==> config.mk <==
export PLATFORM = sky130hd
export DESIGN_NAME = chunk_comparer
export DESIGN_NICKNAME = d
export VERILOG_FILES = /design/src/rtl/cmp_pkg.sv /design/src/rtl/cmp_chunk.sv /design/src/rtl/chunk_comparer.sv
export SDC_FILE = /design/constraint.sdc
export NUM_CORES = 1
export LEC_CHECK = 0
export CORE_MARGIN = 2
export CORE_UTILIZATION = 45
export CTS_BUF_LIST = sky130_fd_sc_hd__clkbuf_4 sky130_fd_sc_hd__clkbuf_8
export DETAILED_ROUTE_END_ITERATION = 16
export PLACE_DENSITY = 0.8
export SLEW_MARGIN = 40
export SYNTH_ARGS = -nofsm -noshare
export SYNTH_HDL_FRONTEND = slang
export SYNTH_SLANG_ARGS = --single-unit
==> constraint.sdc <==
create_clock -name clk -period 2.5 [get_ports clk]
set_input_delay 0.5 -clock clk [delete_from_list [all_inputs] [get_ports clk]]
set_output_delay 0.5 -clock clk [all_outputs]
set_load 0.1 [all_outputs]
==> src/rtl/cmp_pkg.sv <==
// Shared encodings for the chunked comparator: FSM states and the {gt,lt,eq} result flags.
package cmp_pkg;

  typedef enum logic [1:0] {
    IDLE = 2'd0,
    RUN  = 2'd1,
    DONE = 2'd2
  } cmp_state_e;

  localparam logic [2:0] GT   = 3'b100;
  localparam logic [2:0] LT   = 3'b010;
  localparam logic [2:0] EQ   = 3'b001;
  localparam logic [2:0] NONE = 3'b000;

  function automatic logic [2:0] encode_flags(input logic gt_i, input logic lt_i);
    logic [2:0] f;
    if (gt_i) begin
      f = GT;
    end else if (lt_i) begin
      f = LT;
    end else begin
      f = EQ;
    end
    return f;
  endfunction

endpackage

==> src/rtl/cmp_chunk.sv <==
// Combinational unsigned magnitude compare of one CHUNK-bit slice.
module cmp_chunk #(
  parameter int CHUNK = 8
) (
  input  logic [CHUNK-1:0] a,
  input  logic [CHUNK-1:0] b,
  output logic             gt,
  output logic             lt,
  output logic             eq
);

  assign gt = (a > b);
  assign lt = (a < b);
  assign eq = (a == b);

endmodule

==> src/rtl/chunk_comparer.sv <==
// Multi-cycle signed/unsigned comparator: walks the operands MSB chunk first and
// exits as soon as a slice differs.
module chunk_comparer
  import cmp_pkg::*;
#(
  parameter int WIDTH = 32,
  parameter int CHUNK = 8
) (
  input  logic             clk,
  input  logic             rst_n,
  input  logic             in_valid,
  output logic             in_ready,
  input  logic [WIDTH-1:0] a,
  input  logic [WIDTH-1:0] b,
  input  logic             is_signed,
  output logic             out_valid,
  input  logic             out_ready,
  output logic             gt,
  output logic             lt,
  output logic             eq
);

  localparam int SAFE_CHUNK = (CHUNK < 1) ? 1 : CHUNK;
  localparam int NCHUNK     = WIDTH / SAFE_CHUNK;
  localparam int IDXW       = (NCHUNK > 1) ? $clog2(NCHUNK) : 1;
  localparam logic [IDXW-1:0]  LAST_IDX = IDXW'(NCHUNK - 1);
  localparam logic [CHUNK-1:0] TOP_MASK = CHUNK'(1'b1) << (CHUNK - 1);

  if (CHUNK < 1) begin : g_bad_chunk
    $error("chunk_comparer: CHUNK must be at least 1");
  end else if ((WIDTH % SAFE_CHUNK) != 0) begin : g_bad_width
    $error("chunk_comparer: WIDTH must be a multiple of CHUNK");
  end

  cmp_state_e       state_r;
  logic [WIDTH-1:0] a_r;
  logic [WIDTH-1:0] b_r;
  logic             signed_r;
  logic [IDXW-1:0]  idx_r;
  logic             in_ready_r;
  logic             out_valid_r;
  logic [2:0]       flags_r;

  logic [CHUNK-1:0] slice_a_s;
  logic [CHUNK-1:0] slice_b_s;
  logic [CHUNK-1:0] flip_s;
  logic             gt_s;
  logic             lt_s;
  logic             eq_s;

  // Flipping the sign bit of the top slice maps two's-complement order onto unsigned order.
  assign flip_s    = (signed_r && (idx_r == LAST_IDX)) ? TOP_MASK : {CHUNK{1'b0}};
  assign slice_a_s = a_r[idx_r*CHUNK +: CHUNK] ^ flip_s;
  assign slice_b_s = b_r[idx_r*CHUNK +: CHUNK] ^ flip_s;

  cmp_chunk #(.CHUNK(CHUNK)) u_cmp_chunk (
    .a  (slice_a_s),
    .b  (slice_b_s),
    .gt (gt_s),
    .lt (lt_s),
    .eq (eq_s)
  );

  // Control FSM with registered handshake and result outputs.
  always_ff @(posedge clk or negedge rst_n) begin
    if (!rst_n) begin
      state_r     <= IDLE;
      a_r         <= {WIDTH{1'b0}};
      b_r         <= {WIDTH{1'b0}};
      signed_r    <= 1'b0;
      idx_r       <= LAST_IDX;
      in_ready_r  <= 1'b0;
      out_valid_r <= 1'b0;
      flags_r     <= NONE;
    end else begin
      case (state_r)
        IDLE: begin
          if (in_valid && in_ready_r) begin
            a_r        <= a;
            b_r        <= b;
            signed_r   <= is_signed;
            idx_r      <= LAST_IDX;
            in_ready_r <= 1'b0;
            state_r    <= RUN;
          end else begin
            in_ready_r <= 1'b1;
          end
        end
        RUN: begin
          if (!eq_s) begin
            flags_r     <= encode_flags(gt_s, lt_s);
            out_valid_r <= 1'b1;
            state_r     <= DONE;
          end else if (idx_r == {IDXW{1'b0}}) begin
            flags_r     <= EQ;
            out_valid_r <= 1'b1;
            state_r     <= DONE;
          end else begin
            idx_r <= idx_r - IDXW'(1'b1);
          end
        end
        DONE: begin
          if (out_ready) begin
            out_valid_r <= 1'b0;
            flags_r     <= NONE;
            in_ready_r  <= 1'b1;
            idx_r       <= LAST_IDX;
            state_r     <= IDLE;
          end else begin
            out_valid_r <= 1'b1;
          end
        end
        default: begin
          state_r     <= IDLE;
          idx_r       <= LAST_IDX;
          in_ready_r  <= 1'b0;
          out_valid_r <= 1'b0;
          flags_r     <= NONE;
        end
      endcase
    end
  end

  assign in_ready  = in_ready_r;
  assign out_valid = out_valid_r;
  assign gt        = flags_r[2];
  assign lt        = flags_r[1];
  assign eq        = flags_r[0];

endmodule

* Word level (Yosys, flattened, before mapping)
Cells that the tools add are included.
** Storage, ports and cells
- Register bits after elaboration :: 74
- Input bits :: 69
- Output and inout bits :: 5
- Logic and storage cells :: 60
** Cells by class
- Add/subtract/negate cells :: 1
- Magnitude comparators :: 2
- Equality and inequality tests :: 9
- Shift operators :: 2
- Multiplexer cells :: 24
- Bitwise operators :: 4
- Reductions and logical operators :: 10
** Operators with widths (count)
- $shiftx A32 B6 Y8 :: 2
- $mux W2 :: 9
- $xor A8 B8 Y8 :: 2
- $mux W3 :: 4
- $pmux W2 S3 :: 2
- $pmux W3 S3 :: 1
- $eq A8 B8 Y1 :: 1
- $gt A8 B8 Y1 :: 1
- $lt A8 B8 Y1 :: 1
- $mux W8 :: 1
- $ne A2 B2 Y1 const B :: 4
- $pmux W1 S3 :: 2
- $reduce_and A2 Y1 :: 3
- $reduce_and A3 Y1 :: 2
- $mux W1 :: 5
- $eq A2 B2 Y1 const B :: 2
- $logic_not A2 Y1 :: 2
- $reduce_and A4 Y1 :: 1
- $ne A3 B3 Y1 const B :: 1
- $eq A2 B1 Y1 const B :: 1
- $logic_and A1 B1 Y1 :: 2
- $not A1 Y1 :: 2
- $sub A2 B1 Y2 const B :: 1

* Depth between registers and ports, before layout
- Depth in word-level cells :: 9
- Mapped depth :: 10
- Gate-level depth less buffers :: 9

* Hierarchy
Synthesis repeated with hierarchy kept, for this count alone.
** Second synthesis, totals
- Cell total of the unflattened synthesis :: 238
- Area total of the unflattened synthesis :: 3607.2 µm²
** Modules (own cells, without submodules)
- chunk_comparer :: instances 1, cells each 209, area each 3382.0 µm², sequential area each 1854.3 µm²
- cmp_chunk :: instances 1, cells each 29, area each 225.2 µm², sequential area each 0.0 µm²

* Least setup slack after synthesis
No wires, ideal clock.
- Kind :: flip-flop to flip-flop
- From :: register idx_r[0]
- To :: register out_valid_r (netlist: out_valid)
- Setup time :: 123 ps
- Data arrival time :: 2529 ps
- Data required time :: 2377 ps
- Setup slack :: -152 ps
- Stages on the path, launching flop included :: 10
- Buffers on the path :: 1
- Period minus slack after synthesis :: 2652 ps
- Cells stage by stage :: dfstp_2 > buf_4 > mux4_2 > xor2_1 > ha_1 > nand4_2 > nor3_4 > or2b_1 > nand2_1 > a32o_1
** Between the ends
- Word-level cells in the longest chain between the ends :: 7
- Elaborated cells between the ends (all ways) :: 13
- Those cells by class :: eq/ne (3); shift (2); mux (3); bitwise (2); reduce/logical (3)
** RTL lines
- from (decl) :: line chunk_comparer.sv:39 : logic [IDXW-1:0] idx_r;
- from (signal assigned) :: line chunk_comparer.sv:99 : idx_r <= idx_r - IDXW'(1'b1);
- parallel branches: the longest is 7 deep, another holds $shiftx A32 B6 Y8
- to (signal assigned) :: line chunk_comparer.sv:73 : out_valid_r <= 1'b0;
- to (signal assigned) :: line chunk_comparer.sv:92 : out_valid_r <= 1'b1;
- to (signal assigned) :: line chunk_comparer.sv:96 : out_valid_r <= 1'b1;
- to (decl) :: line chunk_comparer.sv:41 : logic out_valid_r;
Parallel ways; which one is timed is not known.
A chain may end at the register's enable or synchronous reset.

* Worst setup path after layout
Ends and elaborated chain as after synthesis.

==> results.txt <==
outcome - complete, but fails checks
violations in the final reports - setup timing
arithmetic-cell share of the synthesized area counting full adders, half adders and majority gates - 4.63%
number of vias per cell after detailed routing - 5.19
width of the die - 92.4 µm
actual slew at the worst max-slew pin - 0.653 ns
netlist area before placement - 0.00351 mm²
clock skew - 0.00692 ns
maximum fanout along the worst path - 9
Avg WL per Cell - 16.5 µm
XOR/XNOR Fraction of Synth Area - 0.498%
setup repair after global routing missed its margin - yes
internal portion of total power - 3720 µW
dpl cells - 416
number of port buffers - 73
number of global-route vias before repair - 2484
Die Outline Area - 0.00853 mm²
post-synthesis compound-gate area fraction - 3.70%
number of instances in the synthesized netlist - 244
Sw Pwr - 1790 µW
mean cell area of the mapped netlist - 14.4 µm²
Flop pwr share - 38.0%
P per Cell Area - 1150 mW/mm²
Hold/Removal Path Class - in2async
combinational family with the most area after synthesis - multiplexers
Max-slew headroom - 56.5%
later-pin clock latency in the skew report - 0.34 ns
overall global routing resource usage - 18.1%
static leakage - 0.00206 µW
portion of total power attributed to the clock network - 18.6%
layout cell share with drive strength beyond 1 - 40.3%
Fmax - 390 MHz
crit path DAT - 2.79 ns
Clock transition at path regs - 0.08 ns
relative area change from synthesis to final layout - 36.5%
Longest Clk Path Bufs - 2
Final #Nets - 412
portion of total power attributed to combinational logic - 43.4%
CTS Hold Buffers Added - 0
Num CTS Buffers - 9
total number of clock tree sinks - 74
CTS H-tree depth - 3
final setup fails - 4
post-layout min period - 2.56 ns
Hold Fails Final Rpt - 0
final setup margin - -0.0627 ns
aggregate routed wire length - 7.21 mm
die span in y - 92.4 µm
Core ar. - 0.00765 mm²
ANT cells - 0
Net Count, Synth - 326
library cells used by synthesis - 29
last weighted congestion value of the routability-driven placer - 0.888
Critical Path Start Type - flip-flop
routed via count - 2268
wire length of the first global-routing pass - 11.8 mm
number of synthesized flops with an enable pin - 0
number of top-level pins - 74
Cell Rows - 32
Finished Layout Cells - 437
critical path class - reg2reg
clock tree from TritonCTS - done
number of antenna violations at the first check in global routing - 0
number of max-slew violations in the final report - 0
grt total ovfl - 0
largest net degree at the start of global routing - 75
period utilization - 103%
basic-gate share of the synthesized area counting and, or, nand and nor cells - 4.09%
mux share of post-synthesis cell area - 31.1%
Post-Layout Inst Area - 0.00480 mm²
effective utilization at floorplan - 46.0%
number of filler instances in the final layout - 585
number of max-cap violations - 0
setup_tns - -0.201 ns
dominant register cell in the synthesized netlist - dfrtp_1
critical path capture point type - flip-flop
DRC marker count from the first detailed-route iteration - 104
Synthesis Warnings - 0
data required time of the worst path - 2.73 ns
Switching Share - 32.5%
Root Buffer - clkbuf_8
number of remaining DRC errors - 0
Max rail drop VDD - 0.554 mV
detailed placement HPWL - 5.08 mm
share of synthesized area occupied by flip-flops and latches - 52.8%
antenna violation net count after detailed routing - 0
post-synthesis sequential element count - 74
iteration count of the initial detailed-routing pass - 4
cell area after placement - 0.00442 mm²
async set or reset register ratio after synthesis - 100%
registers in the layout (all words and copies together), names as in the netlist:
name and cells:
idx_r 2, b_r 32, state_r 2, signed_r 1
out_valid 1, in_ready 1, a_r 32, flags_r 3
critical path: stages (launching register included):
cell	delay (ns)
dfstp_2	0.63
buf_12	0.17
mux4_2	0.55
ha_4	0.29
nand4_1	0.18
nor3_4	0.22
or2b_1	0.15
nand2_1	0.06
a32o_1	0.21
Yosys cell counts, types with 2 or more instances:
| cell type | number | area (µm²) |
|---|---|---|
| nor2b_1 | 3 | 18.8 |
| nand3_1 | 4 | 20.0 |
| nor2_1 | 6 | 22.5 |
| mux2_2 | 65 | 732 |
| buf_2 | 10 | 50.1 |
| a21oi_1 | 12 | 60.1 |
| dfstp_2 | 2 | 52.6 |
| dfrtp_1 | 72 | 1800 |
| o21ai_0 | 4 | 20.0 |
| nand2_1 | 7 | 26.3 |
| ha_1 | 13 | 163 |
| mux4_2 | 16 | 360 |
| inv_1 | 14 | 52.6 |
area by class of cell:
class,count,area [µm²],share of cell area (%)
repair buffers,87,877,18.3
multi-input cells,144,1660,34.7
flip-flops and latches,74,1850,38.6
clock inverters,5,77.6,1.62
well taps,102,128,2.66
clock buffers,11,145,3.02
inverters,14,52.6,1.10
power by group through the flow:
stage | clock (µW) | sequential, µW | combinational [µW]
after floorplan | 0 | 2110 | 1510
after global routing | 1100 | 2160 | 2600
after global placement | 0 | 2090 | 2040
after CTS | 1040 | 2090 | 2230
after detailed placement | 0 | 2110 | 2110
final | 1030 | 2100 | 2400
metrics by stage:
step	util (%)	hold WS (ns)	worst slack [ns]	power (µW)
floorplan	-	0.204	-0.0469	3610
global placement	57.7	0.483	-0.0541	4130
detailed placement	57.8	0.491	-0.0920	4220
CTS	61.5	0.188	-0.0672	5370
global route	62.7	0.221	-0.179	5860
finish	62.7	0.177	-0.0627	5520
path summary, 6_finish.rpt:
| check | cells past startpoint | start | slack (ns) | endpoint |
|---|---|---|---|---|
| max | 8 | idx_r[0]$_DFFE_PN1P_ | -0.06 | out_valid$_DFFE_PN0P_ |
| min | 1 | rst_n | 0.18 | flags_r[1]$_DFFE_PN0P_ |
| max reg2reg | 8 | idx_r[0]$_DFFE_PN1P_ | -0.06 | out_valid$_DFFE_PN0P_ |
| min reg2reg | 1 | b_r[11]$_DFFE_PN0P_ | 0.51 | b_r[11]$_DFFE_PN0P_ |
| max in group asynchronous | 1 | rst_n | 1.88 | b_r[16]$_DFFE_PN0P_ |
| min in group clk | 1 | b_r[11]$_DFFE_PN0P_ | 0.51 | b_r[11]$_DFFE_PN0P_ |
cell families after synthesis:
family / count (synthesis)
adder cells (fa/ha/maj): 13
flip-flops: 74
AND/OR/NAND/NOR: 26
multiplexers: 81
buffers and inverters: 26
AO/OA/AOI/OAI: 22
XOR/XNOR: 2
metal layers:
metal | GRT usage, % | up-vias | share of wire [%]
li1 | - | 1058 | -
met1 | 22.5 | 1155 | 42
met2 | 30.9 | 47 | 53
met3 | 4.72 | 8 | 4.1
met4 | 6.34 | 0 | 1.1
met5 | 0 | - | 0
cells in the final DEF, fill, tap and decap left out, types with 2 or more instances in the layout:
master | Yosys | routed
clkinv_2 | 0 | 2
clkdlybuf4s50_1 | 0 | 67
clkbuf_8 | 0 | 10
bufinv_16 | 0 | 2
nand2_1 | 7 | 6
mux2_2 | 65 | 65
dfstp_2 | 2 | 2
buf_12 | 0 | 3
o21ai_0 | 4 | 2
inv_1 | 14 | 13
buf_4 | 1 | 13
dfrtp_1 | 72 | 72
buf_6 | 0 | 3
ha_1 | 13 | 8
a21oi_2 | 0 | 2
nand3_1 | 4 | 2
ha_4 | 0 | 5
nor2b_1 | 3 | 3
a21oi_1 | 12 | 10
mux4_2 | 16 | 16
nor2_1 | 6 | 6
repair_timing:
item                       in CTS  in global routing
setup endpoints to repair       7                  8
pin swaps                       5                  4
gates resized for setup         6                 14
buffers inserted                3                  2
No activity file was read; power rests on OpenSTA's default activity.
